### src/rtl/adc_spi_reader.sv
// ---------------------------------------------------------------------------
// adc_spi_reader
//
// Reads one sample out of a serial ADC each time the conversion trigger
// block reports a finished conversion. The sample is sign-extended to
// 32 bits and presented on an AXI-Stream master. Words are grouped into
// packets with tlast. A ready/last handshake goes back to the trigger
// block so that it can throttle conversions.
//
// Parameters:
//   DATA_WIDTH    ADC sample width in bits (2..32)
//   SCK_HALF      SCK half-period in clk cycles (>= 1)
//
// Ports:
//   clk            system clock
//   resetn         synchronous active-low reset
//   trigger        one-cycle pulse: conversion finished, start readout
//   packet_len     words per packet, 0 = unframed (tlast never set)
//   clear_overrun  one-cycle pulse that clears the sticky overrun flag
//   sck            serial clock to the ADC
//   cs_n           ADC chip select, active low
//   sdo            ADC serial data, MSB first
//   m_axis_tdata   sign-extended sample
//   m_axis_tvalid  AXI-Stream valid
//   m_axis_tready  AXI-Stream ready
//   m_axis_tlast   last word of the packet
//   ready          to trigger block: able to accept the next trigger
//   last           to trigger block: pulse after the final word of a packet
//   overrun        sticky: a trigger arrived while the reader was busy
// ---------------------------------------------------------------------------
module adc_spi_reader #(
    parameter int DATA_WIDTH = 24,
    parameter int SCK_HALF   = 2
) (
    input  logic        clk,
    input  logic        resetn,
    input  logic        trigger,
    input  logic [31:0] packet_len,
    input  logic        clear_overrun,
    output logic        sck,
    output logic        cs_n,
    input  logic        sdo,
    output logic [31:0] m_axis_tdata,
    output logic        m_axis_tvalid,
    input  logic        m_axis_tready,
    output logic        m_axis_tlast,
    output logic        ready,
    output logic        last,
    output logic        overrun
);

    localparam int HC_W = (SCK_HALF > 1) ? $clog2(SCK_HALF) : 1;
    localparam int BC_W = $clog2(DATA_WIDTH);

    typedef enum logic [1:0] {
        IDLE,
        SHIFT,
        HOLD
    } state_t;

    state_t state, next_state;

    logic [HC_W-1:0]       half_cnt;
    logic [BC_W-1:0]       bit_cnt;
    logic [DATA_WIDTH-1:0] shift_reg;
    logic [31:0]           word_cnt;
    logic [31:0]           plen_q;
    logic [31:0]           tdata_q;
    logic                  sck_q;
    logic                  cs_n_q;
    logic                  last_q;
    logic                  overrun_q;

    logic                  half_end;
    logic                  shift_done;
    logic                  xfer;
    logic                  tlast_c;

    // Shift timing, stream handshake, and the next-state decision.
    // shift_done marks the final cycle of the last high half-period.
    always_comb begin
        half_end   = (half_cnt == HC_W'(SCK_HALF - 1));
        shift_done = (state == SHIFT) && half_end && sck_q && (bit_cnt == '0);
        xfer       = (state == HOLD) && m_axis_tready;
        tlast_c    = (state == HOLD) && (plen_q != 32'd0) &&
                     (word_cnt == plen_q - 32'd1);

        next_state = state;
        case (state)
            IDLE:    if (trigger)    next_state = SHIFT;
            SHIFT:   if (shift_done) next_state = HOLD;
            HOLD:    if (xfer)       next_state = IDLE;
            default:                 next_state = IDLE;
        endcase
    end

    always_ff @(posedge clk) begin
        if (!resetn) state <= IDLE;
        else         state <= next_state;
    end

    // Serial datapath, framing counter and sticky flags.
    // A trigger outside IDLE never touches the datapath; it only sets
    // overrun, and setting takes priority over a simultaneous clear.
    always_ff @(posedge clk) begin
        if (!resetn) begin
            half_cnt  <= '0;
            bit_cnt   <= '0;
            shift_reg <= '0;
            word_cnt  <= '0;
            plen_q    <= '0;
            tdata_q   <= '0;
            sck_q     <= 1'b0;
            cs_n_q    <= 1'b1;
            last_q    <= 1'b0;
            overrun_q <= 1'b0;
        end else begin
            last_q <= xfer && tlast_c;

            if (trigger && (state != IDLE))
                overrun_q <= 1'b1;
            else if (clear_overrun)
                overrun_q <= 1'b0;

            if (xfer)
                word_cnt <= tlast_c ? 32'd0 : word_cnt + 32'd1;

            case (state)
                IDLE: begin
                    if (trigger) begin
                        cs_n_q   <= 1'b0;
                        sck_q    <= 1'b0;
                        half_cnt <= '0;
                        bit_cnt  <= BC_W'(DATA_WIDTH - 1);
                    end
                end
                SHIFT: begin
                    if (!half_end) begin
                        half_cnt <= half_cnt + 1'b1;
                    end else begin
                        half_cnt <= '0;
                        if (!sck_q) begin
                            // sdo is captured on the edge that raises sck.
                            sck_q     <= 1'b1;
                            shift_reg <= {shift_reg[DATA_WIDTH-2:0], sdo};
                        end else begin
                            sck_q <= 1'b0;
                            if (shift_done) begin
                                cs_n_q  <= 1'b1;
                                tdata_q <= 32'($signed(shift_reg));
                                plen_q  <= packet_len;
                            end else begin
                                bit_cnt <= bit_cnt - 1'b1;
                            end
                        end
                    end
                end
                default: ;
            endcase
        end
    end

    assign sck           = sck_q;
    assign cs_n          = cs_n_q;
    assign m_axis_tdata  = tdata_q;
    assign m_axis_tvalid = (state == HOLD);
    assign m_axis_tlast  = tlast_c;
    assign ready         = (state == IDLE) && resetn;
    assign last          = last_q;
    assign overrun       = overrun_q;

endmodule

### config.mk
export PLATFORM = sky130hd
export DESIGN_NAME = adc_spi_reader
export DESIGN_NICKNAME = d
export VERILOG_FILES = /design/src/rtl/adc_spi_reader.sv
export SDC_FILE = /design/constraint.sdc
export NUM_CORES = 1
export LEC_CHECK = 0
export CAP_MARGIN = 10
export CORE_MARGIN = 2
export CORE_UTILIZATION = 55
export CTS_BUF_LIST = sky130_fd_sc_hd__clkbuf_16
export DETAILED_ROUTE_END_ITERATION = 10
export PLACE_DENSITY = 0.79
export SETUP_SLACK_MARGIN = 0.05
export SLEW_MARGIN = 20
export SYNTH_ARGS = -nofsm -noshare
export SYNTH_HDL_FRONTEND = slang
export SYNTH_SLANG_ARGS = --single-unit
### constraint.sdc
create_clock -name clk -period 3.7 [get_ports clk]
set_clock_uncertainty 0.2 [all_clocks]
set_input_delay 0.37 -clock clk [delete_from_list [all_inputs] [get_ports clk]]
set_output_delay 0.37 -clock clk [all_outputs]
set_load 0.02 [all_outputs]
# After elaboration in Yosys (flattened, before gate mapping)
# Cells that the tools add are included.
totals:
  regBits: 124
  inputBits: 38
  word_cells: 69
  output_inout_bits: 39
op_classes:
  bitwise_logic: 1
  reduce_logical: 22
  addsub: 4
  eq_ne: 9
  mux: 22
ops:
  columns: ["operator", "n"]
  rows:
  - ["$add A32 B1 Y32 const B", 1]
  - ["$eq A32 B32 Y1", 1]
  - ["$mux W32", 1]
  - ["$reduce_bool A32 Y1", 1]
  - ["$sub A32 B1 Y32 const B", 1]
  - ["$mux W5", 4]
  - ["$ne A2 B2 Y1 const B", 5]
  - ["$pmux W5 S2", 1]
  - ["$reduce_and A5 Y1", 2]
  - ["$logic_and A1 B1 Y1", 9]
  - ["$mux W1", 9]
  - ["$reduce_and A3 Y1", 3]
  - ["$mux W2", 3]
  - ["$pmux W1 S2", 3]
  - ["$pmux W2 S3", 1]
  - ["$reduce_bool A2 Y1", 3]
  - ["$logic_not A5 Y1", 1]
  - ["$sub A5 B1 Y5 const B", 1]
  - ["$reduce_and A4 Y1", 1]
  - ["$eq A2 B1 Y1 const B", 1]
  - ["$eq A2 B2 Y1 const B", 1]
  - ["$logic_not A2 Y1", 1]
  - ["$ne A2 B1 Y1 const B", 1]
  - ["$reduce_and A2 Y1", 1]
  - ["2 further kinds", 2]

# Logic depth before layout (Yosys ltp)
# Gate-level depths: netlist (run 1).
logic_depth:
  word_depth: 8
  mapped_depth: 13
  ltp_nobuf: 10

# Least setup slack after synthesis (run 1)
# Ideal clock, no wire load.
synth_timing:
  kind: "reg2out"
  startpoint: "reg plen_q[0]"
  endpoint: "out m_axis_tlast"
  path_slack_ns: 0.338
  arrival_time_ns: 2.792
  path_stages_with_launch: 11
  path_buffers: 1
  t_required_ns: 3.130
  path_cell_list: "dfxtp_1 clkbuf_1 inv_1 ha_1 or3b_2 nor2_1 nand4_1 mux2_2 o22ai_2 o21ai_0 nor4_2"
synth_via:
  elab_chain_cells: 3
  elab_cells_between_ends: 5
  cone_classes: "1 x add/sub; 1 x eq/ne; 3 x reduce/logical"
synth_lines:
  columns: ["element", "line", "text"]
  rows:
  - ["start: declaration", "67", "logic [31:0] plen_q;"]
  - ["start signal: assignment", "151", "plen_q <= packet_len;"]
  - ["$sub A32 B1 Y32 or $reduce_bool A32 Y1 (tied branches)", "86, 85", null]
  - ["$eq A32 B32 Y1 or $logic_and A1 B1 Y1 (tied branches)", "86, 85", null]
  - ["$logic_and A1 B1 Y1 *", "85", "tlast_c = (state == HOLD) && (plen_q != 32'd0) &&"]
  - ["end: declaration", "46", "output logic m_axis_tlast,"]
# Every way passes the cells marked *; elsewhere a longest branch is shown, timed or not.

# Worst setup path in the final report (run 1)
layout_timing:
  startpoint: "reg plen_q[10]"
  endpoint: "out m_axis_tlast"
# Same word-level chain as after synthesis.

==> results of run 1 <==
==> stage by stage <==
| step | power, mW | hold WS (ns) | cell area [µm²] | std cells |
|---|---|---|---|---|
| finish | 3.160 | 0.2377 | 8162 | 1035 |
| detailed placement | 1.514 | 0.2568 | 7442 | 998 |
| global placement | 1.511 | 0.2510 | 7442 | 998 |
| CTS | 3.181 | 0.2336 | 8082 | 1032 |
| floorplan | 1.452 | 0.2437 | 6474 | 798 |
| global route | 3.249 | 0.2474 | 8162 | 1035 |
==> power by group through the flow <==
stage / combinational, mW / clock, mW / sequential (mW)
2_1_floorplan: 0.0701 / 0 / 1.38
6_report: 0.131 / 1.67 / 1.36
4_1_cts: 0.132 / 1.69 / 1.36
3_5_place_dp: 0.130 / 0 / 1.38
3_3_place_gp: 0.127 / 0 / 1.38
5_1_grt: 0.142 / 1.75 / 1.36
==> cell type report <==
type,instances,share of cell area
repair buffers,119,0.1354
well taps,143,0.02192
clock buffers,17,0.05212
flip-flops and latches,124,0.3043
clock inverters,15,0.02085
inverters,13,0.005979
multi-input cells,604,0.4595
==> what timing repair did <==
action                                  4_1_cts  5_1_grt
hold endpoints to repair                      0        0
gates resized for setup                      12       12
setup buffers                                 2        3
pin swaps                                     2        5
endpoints found under the setup margin        1        1
==> routing by layer <==
layer  vias up  GRT usage
met3        27    0.06156
met1      2756     0.3306
li1       2871          -
met2       140     0.4639
met5         -          0
met4         0    0.09268
==> cell usage after synthesis, drive strengths merged (3+ instances only) <==
library cell,count,share of area
nand4,16,0.015
nor3,16,0.012
a21boi,88,0.10
clkbuf,40,0.023
o2111ai,3,0.0041
and2,6,0.0058
dfxtp,124,0.38
ha,5,0.0097
inv,13,0.0075
xnor2,38,0.051
o21ai,21,0.016
and4,3,0.0041
nand3,20,0.015
and3,10,0.0097
nand3b,4,0.0046
nor2b,8,0.0077
nand2b,9,0.0087
buf,17,0.020
nor3b,5,0.0058
or3,4,0.0039
or4,6,0.0075
nor4,14,0.021
a31oi,8,0.0077
and3b,3,0.0041
nor2,60,0.046
xor2,31,0.042
o22ai,3,0.0039
nand2,192,0.11
o211ai,3,0.0043
==> critical path, cell delays in order (launching register included) <==
cell	delay (ns)
dfxtp_1	0.31
or4_4	0.57
nor4_4	0.27
buf_4	0.17
buf_4	0.13
nand4_1	0.15
a21oi_2	0.20
o2bb2ai_2	0.14
nand2_1	0.11
nor4_4	0.28
buf_4	0.19
==> logic make-up (layout without fill, tap and decap cells) <==
logic type	count (synthesis)	in the layout	share of synthesized area
XOR/XNOR	69	69	0.09335
buffers and inverters	70	164	0.05122
adder cells (fa/ha/maj)	5	5	0.009664
AO/OA/AOI/OAI	147	147	0.1685
flip-flops	124	124	0.3835
multiplexers	1	1	0.001739
AND/OR/NAND/NOR	382	382	0.2920
==> cell usage in the layout (no fill, tap or decap), types with 3 or more instances in the layout <==
master           instances
nor3_1                  16
o21ai_0                 20
inv_6                    3
clkdlybuf4s50_1         74
nor2b_1                  8
ha_1                     5
buf_4                   41
nor4_1                   6
nand2_1                192
nand2b_1                 9
inv_1                   14
nor2_1                  29
nand4_1                 16
nor4_2                   4
and3b_1                  3
nand3_1                 19
nor3b_1                  3
a31oi_1                  8
nor2_2                  30
bufinv_16                3
or4_4                    4
xor2_1                  31
or3_1                    4
nand3b_1                 4
and3_1                  10
dfxtp_1                123
a21boi_0                88
nor4_4                   4
clkbuf_16               17
and2_1                   6
xnor2_1                 38
==> how the worst max path moves through the flow <==
stage	depth (start not counted)	from	slack, ns	endpoint
6_report	10	plen_q[10]$_SDFFE_PN0P_	0.19	m_axis_tlast
5_1_grt	10	plen_q[10]$_SDFFE_PN0P_	-0.009	m_axis_tlast
4_1_cts	9	plen_q[6]$_SDFFE_PN0P_	0.13	m_axis_tlast
3_5_place_dp	10	plen_q[0]$_SDFFE_PN0P_	-0.06	m_axis_tlast
3_3_place_gp	10	plen_q[0]$_SDFFE_PN0P_	0.08	m_axis_tlast
2_1_floorplan	10	plen_q[0]$_SDFFE_PN0P_	0.34	m_axis_tlast
==> run metrics, run 1 <==
ANT nets after route=0; fraction of registers with async set/reset=0; Routed WL per cell=16.04 µm; #FFs+latches synth=124; CTS Buffer Depth=2; final-report setup violation count=0; P_sw=0.6866 mW; DIE AREA=0.01265 mm²; # nets final=922; H-tree depth=4; CP arrival=2.94 ns; WL met1=7.233 mm; FILL cells=884; Post-Syn Area=0.006474 mm²; CTS sink cnt=124; initial antenna violation count=0; Die X-Extent=112.5 µm; share of cells above drive strength 1=0.1480; CTS tree=yes; GRT Resource Usage Total=0.2687; Flop pwr share=0.429; DR vias/cell=5.598; Post-route DRC=0; Slew HR=0.3794; top sig layer=met4; Worst-Margin Slew=0.9281 ns; Lkg Pwr=2.919 nW; DR iter-0 viols=315; worst slack at placement=-0.06084 ns; Max Clock Freq=284.8 MHz; syn avg cell area=8.112 µm²; routed wl met3=871 µm; pwr/cell area=387.2 mW/mm²; clock network fraction of total power=0.530; largest net degree at the start of global routing=73; ANT cells=0; Final Hold Vio Count=0; total gr overflow=0; first-pass GRT wire length=27.39 mm; top_reg_cell synth=dfxtp_1; I/O pins=77; EDFF count, synth=0; Pre-antenna DRT Iters=5; area of the multi-input gates=0.003750 mm²; num rows=39; Post-Route WL=16.60 mm; storage element area=0.002484 mm²; Core Region=0.01147 mm²; Crit Reg-Reg Startpoint=plen_q[4]$_SDFFE_PN0P_; hold_buf cts=0; Num CTS Buffers=17; Reg2Reg Capture Point=word_cnt[24]$_SDFFE_PN0P_; synthesized net count=841; Worst Hold End=state[1]$_SDFFE_PN0P_; Met2 Routed Length=8.153 mm; max cap viols=0; kind of critical path=reg -> out; Root Driver=clkbuf_16; Gate power share=0.041; Max IR drop VDD=371.3 µV; CP startpoint kind=flop; CP max FO=6; Detailed Place HPWL=11.99 mm; status=complete, no violations; Routability Congestion=1.012; hold path cells=2; I/O Buffers=76; Reg2Reg Depth=10; Netlist cell types=61; number of global-route vias before repair=5,749; Final Critical Period=3.511 ns; Largest regs=plen_q x32, word_cnt x32; Max Transition Viols Final=0; Post-Synthesis Cells=798; setup tns final=0 ns; Tcrit/Tclk final=0.9488; worst hold path startpoint=resetn; die height=112.5 µm; sequential area share after synthesis=0.3835; Worst R2R Setup Slack=0.35 ns; worst hold path class=in -> reg; Clk Latency, worst-skew pair=0.42 ns; critical path data required time=3.13 ns; Initial Util=0.5645; Final Util=0.7117; switch share=0.2173; setup ws final=0.1893 ns; CP endpoint kind=output pin; vias=5,794; Yosys Warn Count=0; internal power=2.474 mW; CTS clk-pin slew, worst paths=0.06 ns; Layout area overhead=26.07%
Power figures use the tool's default switching activity.
==> run 2: changes to the inputs <==
==> constraint.sdc (replaced) <==
create_clock -name clk -period 4.4 [get_ports clk]
set_clock_uncertainty 0.2 [all_clocks]
set_input_delay 1.1 -clock clk [delete_from_list [all_inputs] [get_ports clk]]
set_output_delay 1.1 -clock clk [all_outputs]
set_load 0.02 [all_outputs]
==> run 2 against run 1 <==
- global-route usage increased by 1.3 points
- register-to-register slack better by 0.60 ns
- cell count up 0.87%
- die area did not move
- combinational power fell by 18%
- first-iteration DRC count fell by 9.2%
- critical endpoint unchanged
==> run metrics, run 2 (synthesis results as in run 1) <==
most frequent cells in the layout=nand2_1 (192), dfxtp_1 (122), a21boi_0 (88) (was nand2_1 (192), dfxtp_1 (123), a21boi_0 (88)); I/O pins=77 (unchanged); crit-path max cell delay=0.37 ns (was 0.57 ns); GRT Resource Usage Total=0.2813 (was 0.2687); worst path cell trace=buf_4 > nor4_4 > buf_4 > nand4_1 > or3_1 > a21o_1 > a221o_1 > nor4_2 > buf_2 (was or4_4 > nor4_4 > buf_4 > buf_4 > nand4_1 > a21oi_2 > o2bb2ai_2 > nand2_1 > nor4_4 > buf_4); ANT cells=0 (unchanged); I/O Buffers=76 (unchanged); Lkg Pwr=2.944 nW (was 2.919 nW); RSZ-0062 raised after global routing=false; CTS tree=yes (unchanged); end point of the critical path=m_axis_tlast (unchanged); CTS Buffer Depth=2 (unchanged); Reg2Reg Depth=11 (was 10); CP max FO=5 (was 6); largest net degree at the start of global routing=96 (was 73); Hold WS=0.2654 ns (was 0.2377 ns); CTS sink cnt=124 (unchanged); Final Critical Period=4.223 ns; Post-Route WL=17.20 mm (was 16.60 mm); Flop pwr share=0.426 (was 0.429); Tcrit/Tclk final=0.9597; Max Transition Viols Final=0 (unchanged); DR iter-0 viols=286 (was 315); Max Clock Freq=236.8 MHz; Worst-Margin Slew=0.9349 ns (was 0.9281 ns); Clk Latency, worst-skew pair=0.43 ns (was 0.42 ns); Worst R2R Setup Slack=0.95 ns (was 0.35 ns); internal power=2.043 mW (was 2.474 mW); initial antenna violation count=1 (was 0); Final Util=0.7158 (was 0.7117); status=complete, no violations (unchanged); H-tree depth=4 (unchanged); DIE AREA=0.01265 mm² (unchanged); CP endpoint kind=output pin (unchanged); worst hold path class=reg -> reg (was in -> reg); hold path cells=2 (unchanged); switch share=0.2363 (was 0.2173); die height=112.5 µm (unchanged); Reg2Reg Capture Point=word_cnt[23]$_SDFFE_PN0P_ (was word_cnt[24]$_SDFFE_PN0P_); ANT nets after route=0 (unchanged); Num CTS Buffers=17 (unchanged); Worst Setup SP=plen_q[4]$_SDFFE_PN0P_ (was plen_q[10]$_SDFFE_PN0P_); Root Driver=clkbuf_16 (unchanged); # nets final=931 (was 922); Die X-Extent=112.5 µm (unchanged); cell mode on critical path=buf_4 (unchanged); Crit Reg-Reg Startpoint=plen_q[4]$_SDFFE_PN0P_ (unchanged); Inst Count DP=1,008 (was 998); kind of critical path=reg -> out (unchanged); critical path data required time=3.10 ns (was 3.13 ns); Detailed Place HPWL=12.38 mm (was 11.99 mm); Gate power share=0.040 (was 0.041); CP startpoint kind=flop (unchanged); DR vias/cell=5.661 (was 5.598); Initial Util=0.5645 (unchanged); Final Hold Vio Count=0 (unchanged); Routability Congestion=0.9405 (was 1.012); Routed WL per cell=16.48 µm (was 16.04 µm); most common cell after layout, fill and taps aside=nand2_1 (unchanged); Largest regs=plen_q x32, word_cnt x32 (unchanged); CP arrival=2.92 ns (was 2.94 ns); number of global-route vias before repair=5,791 (was 5,749); fin cells=1,044 (was 1,035); Max IR drop VDD=312.8 µV (was 371.3 µV); hold_buf cts=0 (unchanged); final-report setup violation count=0 (unchanged); Pwr Total=2.675 mW (was 3.160 mW); CTS clk-pin slew, worst paths=0.06 ns (about the same); max cap viols=0 (unchanged); num rows=39 (unchanged); Layout area overhead=26.79% (was 26.07%); fin area=0.008208 mm² (was 0.008162 mm²); total gr overflow=0 (unchanged); pwr/cell area=325.9 mW/mm² (was 387.2 mW/mm²); vias=5,910 (was 5,794); first-pass GRT wire length=28.35 mm (was 27.39 mm); placed cell area=0.007492 mm² (was 0.007442 mm²); Core Region=0.01147 mm² (unchanged); clock network fraction of total power=0.534 (was 0.530); Pre-antenna DRT Iters=4 (was 5); share of cells above drive strength 1=0.1576 (was 0.1480); Slew HR=0.3748 (was 0.3794); Crit-path slowest cell=or3_1 (was or4_4); Post-route DRC=0 (unchanged); P_sw=0.6320 mW (was 0.6866 mW)
run 2: cell count changes in the layout (fill, tap and decap cells not counted), moves of 2 or more:
cell / before / now
clkinv_2: 2 / 0
buf_4: 41 / 51
inv_6: 3 / 6
or4_4: 4 / 2
buf_12: 2 / 0
inv_8: 0 / 2
or4_1: 2 / 4
clkinv_1: 2 / 0
run 2: per-stage QoR:
stage	TNS [ns]	setup slack, ns
floorplan	0	0.3082
global placement	0	0.09266
detailed placement	-0.001799	-0.001799
CTS	0	0.09163
global route	0	0.03770
finish	0	0.1771
run 2: final cells by class:
type	instances	area [µm²]
multi-input combinational	604	3750
sequential	124	2485
inverter	13	48.80
timing repair buffer	128	1145
tap	143	178.9
clock buffer	17	425.4
fill	871	3259
clock inverter	15	175.2
run 2: power by group through the flow:
stage          clock, mW  combinational (mW)  sequential (mW)
2_1_floorplan          0              0.0590             1.16
3_3_place_gp           0               0.104             1.16
3_5_place_dp           0               0.108             1.16
4_1_cts             1.44               0.108             1.14
5_1_grt             1.49               0.117             1.14
6_report            1.43               0.108             1.14
run 2: critical path: cells and delay by family, from the launching register on:
kind	cells	cell delay (ns)
buf+inv	3	0.55
compound gates	2	0.54
simple gates	4	1.10
flops	1	0.30
run 2: repair_timing:
| item | in CTS | in global routing |
|---|---|---|
| pin swaps | 1 | 8 |
| gates resized for setup | 6 | 17 |
| setup endpoints to repair | 1 | 1 |
| buffers inserted | 0 | 4 |
run 2: per-layer routing:
layer | vias to the layer above | part of all wire | GRT usage
li1 | 2893 | - | -
met1 | 2812 | 0.44 | 0.3518
met2 | 174 | 0.48 | 0.4703
met3 | 29 | 0.060 | 0.07397
met4 | 2 | 0.017 | 0.1000
met5 | - | 0.00058 | 0
run 2: worst min path at each step:
stage	slack (ns)	startpoint	endpoint
2_1_floorplan	0.24	shift_reg[23]$_SDFFE_PN0P_	m_axis_tdata[23]$_SDFFE_PN0P_
3_3_place_gp	0.25	m_axis_tdata[17]$_SDFFE_PN0P_	m_axis_tdata[17]$_SDFFE_PN0P_
3_5_place_dp	0.26	m_axis_tdata[5]$_SDFFE_PN0P_	m_axis_tdata[5]$_SDFFE_PN0P_
4_1_cts	0.27	m_axis_tdata[4]$_SDFFE_PN0P_	m_axis_tdata[4]$_SDFFE_PN0P_
5_1_grt	0.28	shift_reg[23]$_SDFFE_PN0P_	shift_reg[23]$_SDFFE_PN0P_
6_report	0.27	m_axis_tdata[3]$_SDFFE_PN0P_	m_axis_tdata[3]$_SDFFE_PN0P_
==> run 3: changes to the inputs <==
--- a/config.mk
+++ b/config.mk
@@ -5,6 +5,7 @@
 export SDC_FILE = /design/constraint.sdc
 export NUM_CORES = 1
 export LEC_CHECK = 0
+export ABC_CLOCK_PERIOD_IN_PS = 4840
 export CAP_MARGIN = 10
 export CORE_MARGIN = 2
 export CORE_UTILIZATION = 55
==> constraint.sdc (replaced) <==
create_clock -name clk -period 4.84 [get_ports clk]
set_clock_uncertainty 0.2 [all_clocks]
set_input_delay 1.21 -clock clk [delete_from_list [all_inputs] [get_ports clk]]
set_output_delay 1.21 -clock clk [all_outputs]
set_load 0.02 [all_outputs]
==> run 3 against run 2 <==
- wire length is 4.0% lower
- power decreased by 11%
- non-clock buffer count fell by 30
- sequential power decreased by 9%
- critical path depth unchanged
- critical endpoint unchanged
- largest cell class unchanged
==> run metrics, run 3 (synthesis results as in run 1) <==
status=complete, no violations (unchanged); Post-route DRC=0 (unchanged); num rows=39 (unchanged); Slew HR=0.3366 (was 0.3748); RSZ-0062 raised after global routing=false (unchanged); total gr overflow=0 (unchanged); die height=112.5 µm (unchanged); setup ws final=0.2551 ns (was 0.1771 ns); critical path data required time=3.43 ns (was 3.10 ns); Crit-path slowest cell=or4_4 (was or3_1); P_sw=0.5702 mW (was 0.6320 mW); hold_buf cts=0 (unchanged); Max Transition Viols Final=0 (unchanged); final-report setup violation count=0 (unchanged); ANT cells=0 (unchanged); Gate power share=0.041 (was 0.040); Worst Setup SP=plen_q[9]$_SDFFE_PN0P_ (was plen_q[4]$_SDFFE_PN0P_); Die X-Extent=112.5 µm (unchanged); Final Hold Vio Count=0 (unchanged); Max IR drop VDD=359.7 µV (was 312.8 µV); CP Depth=9 (unchanged); number of global-route vias before repair=5,678 (was 5,791); CTS sink cnt=124 (unchanged); Reg2Reg Capture Point=word_cnt[29]$_SDFFE_PN0P_ (was word_cnt[23]$_SDFFE_PN0P_); Routability Congestion=0.9132 (was 0.9405); vias=5,670 (was 5,910); max cap viols=0 (unchanged); Final Critical Period=4.585 ns; Clk Latency, worst-skew pair=0.42 ns (was 0.43 ns); most frequent cells in the layout=nand2_1 (192), dfxtp_1 (124), a21boi_0 (88) (was nand2_1 (192), dfxtp_1 (122), a21boi_0 (88)); Max Clock Freq=218.1 MHz; pwr/cell area=301.0 mW/mm² (was 325.9 mW/mm²); DR iter-0 viols=274 (was 286); Largest regs=plen_q x32, word_cnt x32 (unchanged); kind of critical path=reg -> out (unchanged); Crit Reg-Reg Startpoint=plen_q[0]$_SDFFE_PN0P_ (was plen_q[4]$_SDFFE_PN0P_); Detailed Place HPWL=11.91 mm (was 12.38 mm); Lkg Pwr=2.775 nW (was 2.944 nW); Hold WS=0.2617 ns (was 0.2654 ns); Worst-Margin Slew=0.9921 ns (was 0.9349 ns); Core Region=0.01147 mm² (unchanged); clock network fraction of total power=0.523 (was 0.534); I/O pins=77 (unchanged); worst path cell trace=or4_4 > nor4_4 > buf_4 > nand4_1 > mux2_2 > o22ai_2 > o21ai_0 > nor4_4 > clkbuf_2 (was buf_4 > nor4_4 > buf_4 > nand4_1 > or3_1 > a21o_1 > a221o_1 > nor4_2 > buf_2); internal power=1.807 mW (was 2.043 mW); # nets final=901 (was 931); crit-path max cell delay=0.61 ns (was 0.37 ns); Layout area overhead=22.01% (was 26.79%); Pwr Total=2.377 mW (was 2.675 mW); CP max FO=10 (was 5); initial antenna violation count=0 (was 1); I/O Buffers=76 (unchanged); ANT nets after route=0 (unchanged); Reg2Reg Depth=12 (was 11); share of cells above drive strength 1=0.1194 (was 0.1576); first-pass GRT wire length=27.39 mm (was 28.35 mm); largest net degree at the start of global routing=96 (unchanged); setup tns final=0 ns (unchanged); CTS clk-pin slew, worst paths=0.06 ns (about the same); cell mode on critical path=nor4_4 (was buf_4); fin cells=1,014 (was 1,044); end point of the critical path=m_axis_tlast (unchanged); hold path cells=2 (unchanged); GRT Resource Usage Total=0.2702 (was 0.2813); CP endpoint kind=output pin (unchanged); CP arrival=3.17 ns (was 2.92 ns); # Post-CTS Setup Buffers=0 (unchanged); worst hold path class=reg -> reg (unchanged); CTS Buffer Depth=2 (unchanged); family with the most delay on the worst path=simple AND/OR/NAND/NOR gates (unchanged); Flop pwr share=0.436 (was 0.426); CTS tree=yes (unchanged); Root Driver=clkbuf_16 (unchanged); Post-Route WL=16.51 mm (was 17.20 mm); DR vias/cell=5.592 (was 5.661); switch share=0.2398 (was 0.2363); WP buf/inv=2 (was 3); post_cts resized=6 (unchanged); Initial Util=0.5645 (unchanged); Num CTS Buffers=17 (unchanged); H-tree depth=4 (unchanged); Inst Count DP=982 (was 1,008); most common cell after layout, fill and taps aside=nand2_1 (unchanged); Routed WL per cell=16.28 µm (was 16.48 µm); Worst R2R Setup Slack=1.29 ns (was 0.95 ns); worst slack at placement=0.04574 ns (was -0.001799 ns); DIE AREA=0.01265 mm² (unchanged); Tcrit/Tclk final=0.9473; Pre-antenna DRT Iters=4 (unchanged); CP startpoint kind=flop (unchanged)
-- run 3: worst reg2reg max path, delay by kind of cell (launching register included) --
kind | cells | cell delay, ns
AND/OR/NAND/NOR | 5 | 1.22
adder cells (fa/ha/maj) | 1 | 0.16
flip-flops | 1 | 0.38
buffers and inverters | 3 | 0.60
AO/OA/AOI/OAI | 3 | 0.87
-- run 3: power groups by stage --
stage               clock network (mW)  logic [mW]  registers (mW)
floorplan                            0      0.0536            1.06
global placement                     0      0.0954            1.06
detailed placement                   0      0.0975            1.06
CTS                               1.26      0.0984            1.04
global route                      1.31       0.107            1.04
finish                            1.24      0.0980            1.04
-- run 3: per-stage QoR --
step	cell area (µm²)	util
global route	7899	0.6888
CTS	7889	0.6879
floorplan	6474	-
global placement	7297	0.6363
finish	7899	0.6888
detailed placement	7297	0.6363
-- run 3: how the worst min path moves through the flow --
stage	startpoint	slack [ns]	to
4_1_cts	m_axis_tdata[18]$_SDFFE_PN0P_	0.27	m_axis_tdata[18]$_SDFFE_PN0P_
2_1_floorplan	shift_reg[23]$_SDFFE_PN0P_	0.24	m_axis_tdata[23]$_SDFFE_PN0P_
5_1_grt	m_axis_tdata[11]$_SDFFE_PN0P_	0.29	m_axis_tdata[11]$_SDFFE_PN0P_
3_5_place_dp	m_axis_tdata[18]$_SDFFE_PN0P_	0.26	m_axis_tdata[18]$_SDFFE_PN0P_
3_3_place_gp	m_axis_tdata[4]$_SDFFE_PN0P_	0.25	m_axis_tdata[4]$_SDFFE_PN0P_
6_report	m_axis_tdata[18]$_SDFFE_PN0P_	0.26	m_axis_tdata[18]$_SDFFE_PN0P_
-- run 3: cell type report --
cell class / count / area (µm²)
clock buffers: 17 / 425.4
multi-input cells: 604 / 3691
clock inverters: 15 / 156.4
repair buffers: 98 / 915.9
flip-flops and latches: 124 / 2482
inverters: 13 / 48.80
well taps: 143 / 178.9
fillers: 923 / 3568
-- run 3: routing by layer --
metal / vias up / track usage / share of wire
li1: 2824 / - / -
met4: 0 / 0.1000 / 0.022
met2: 103 / 0.4610 / 0.50
met3: 31 / 0.07073 / 0.037
met1: 2712 / 0.3286 / 0.44
met5: - / 0 / 0
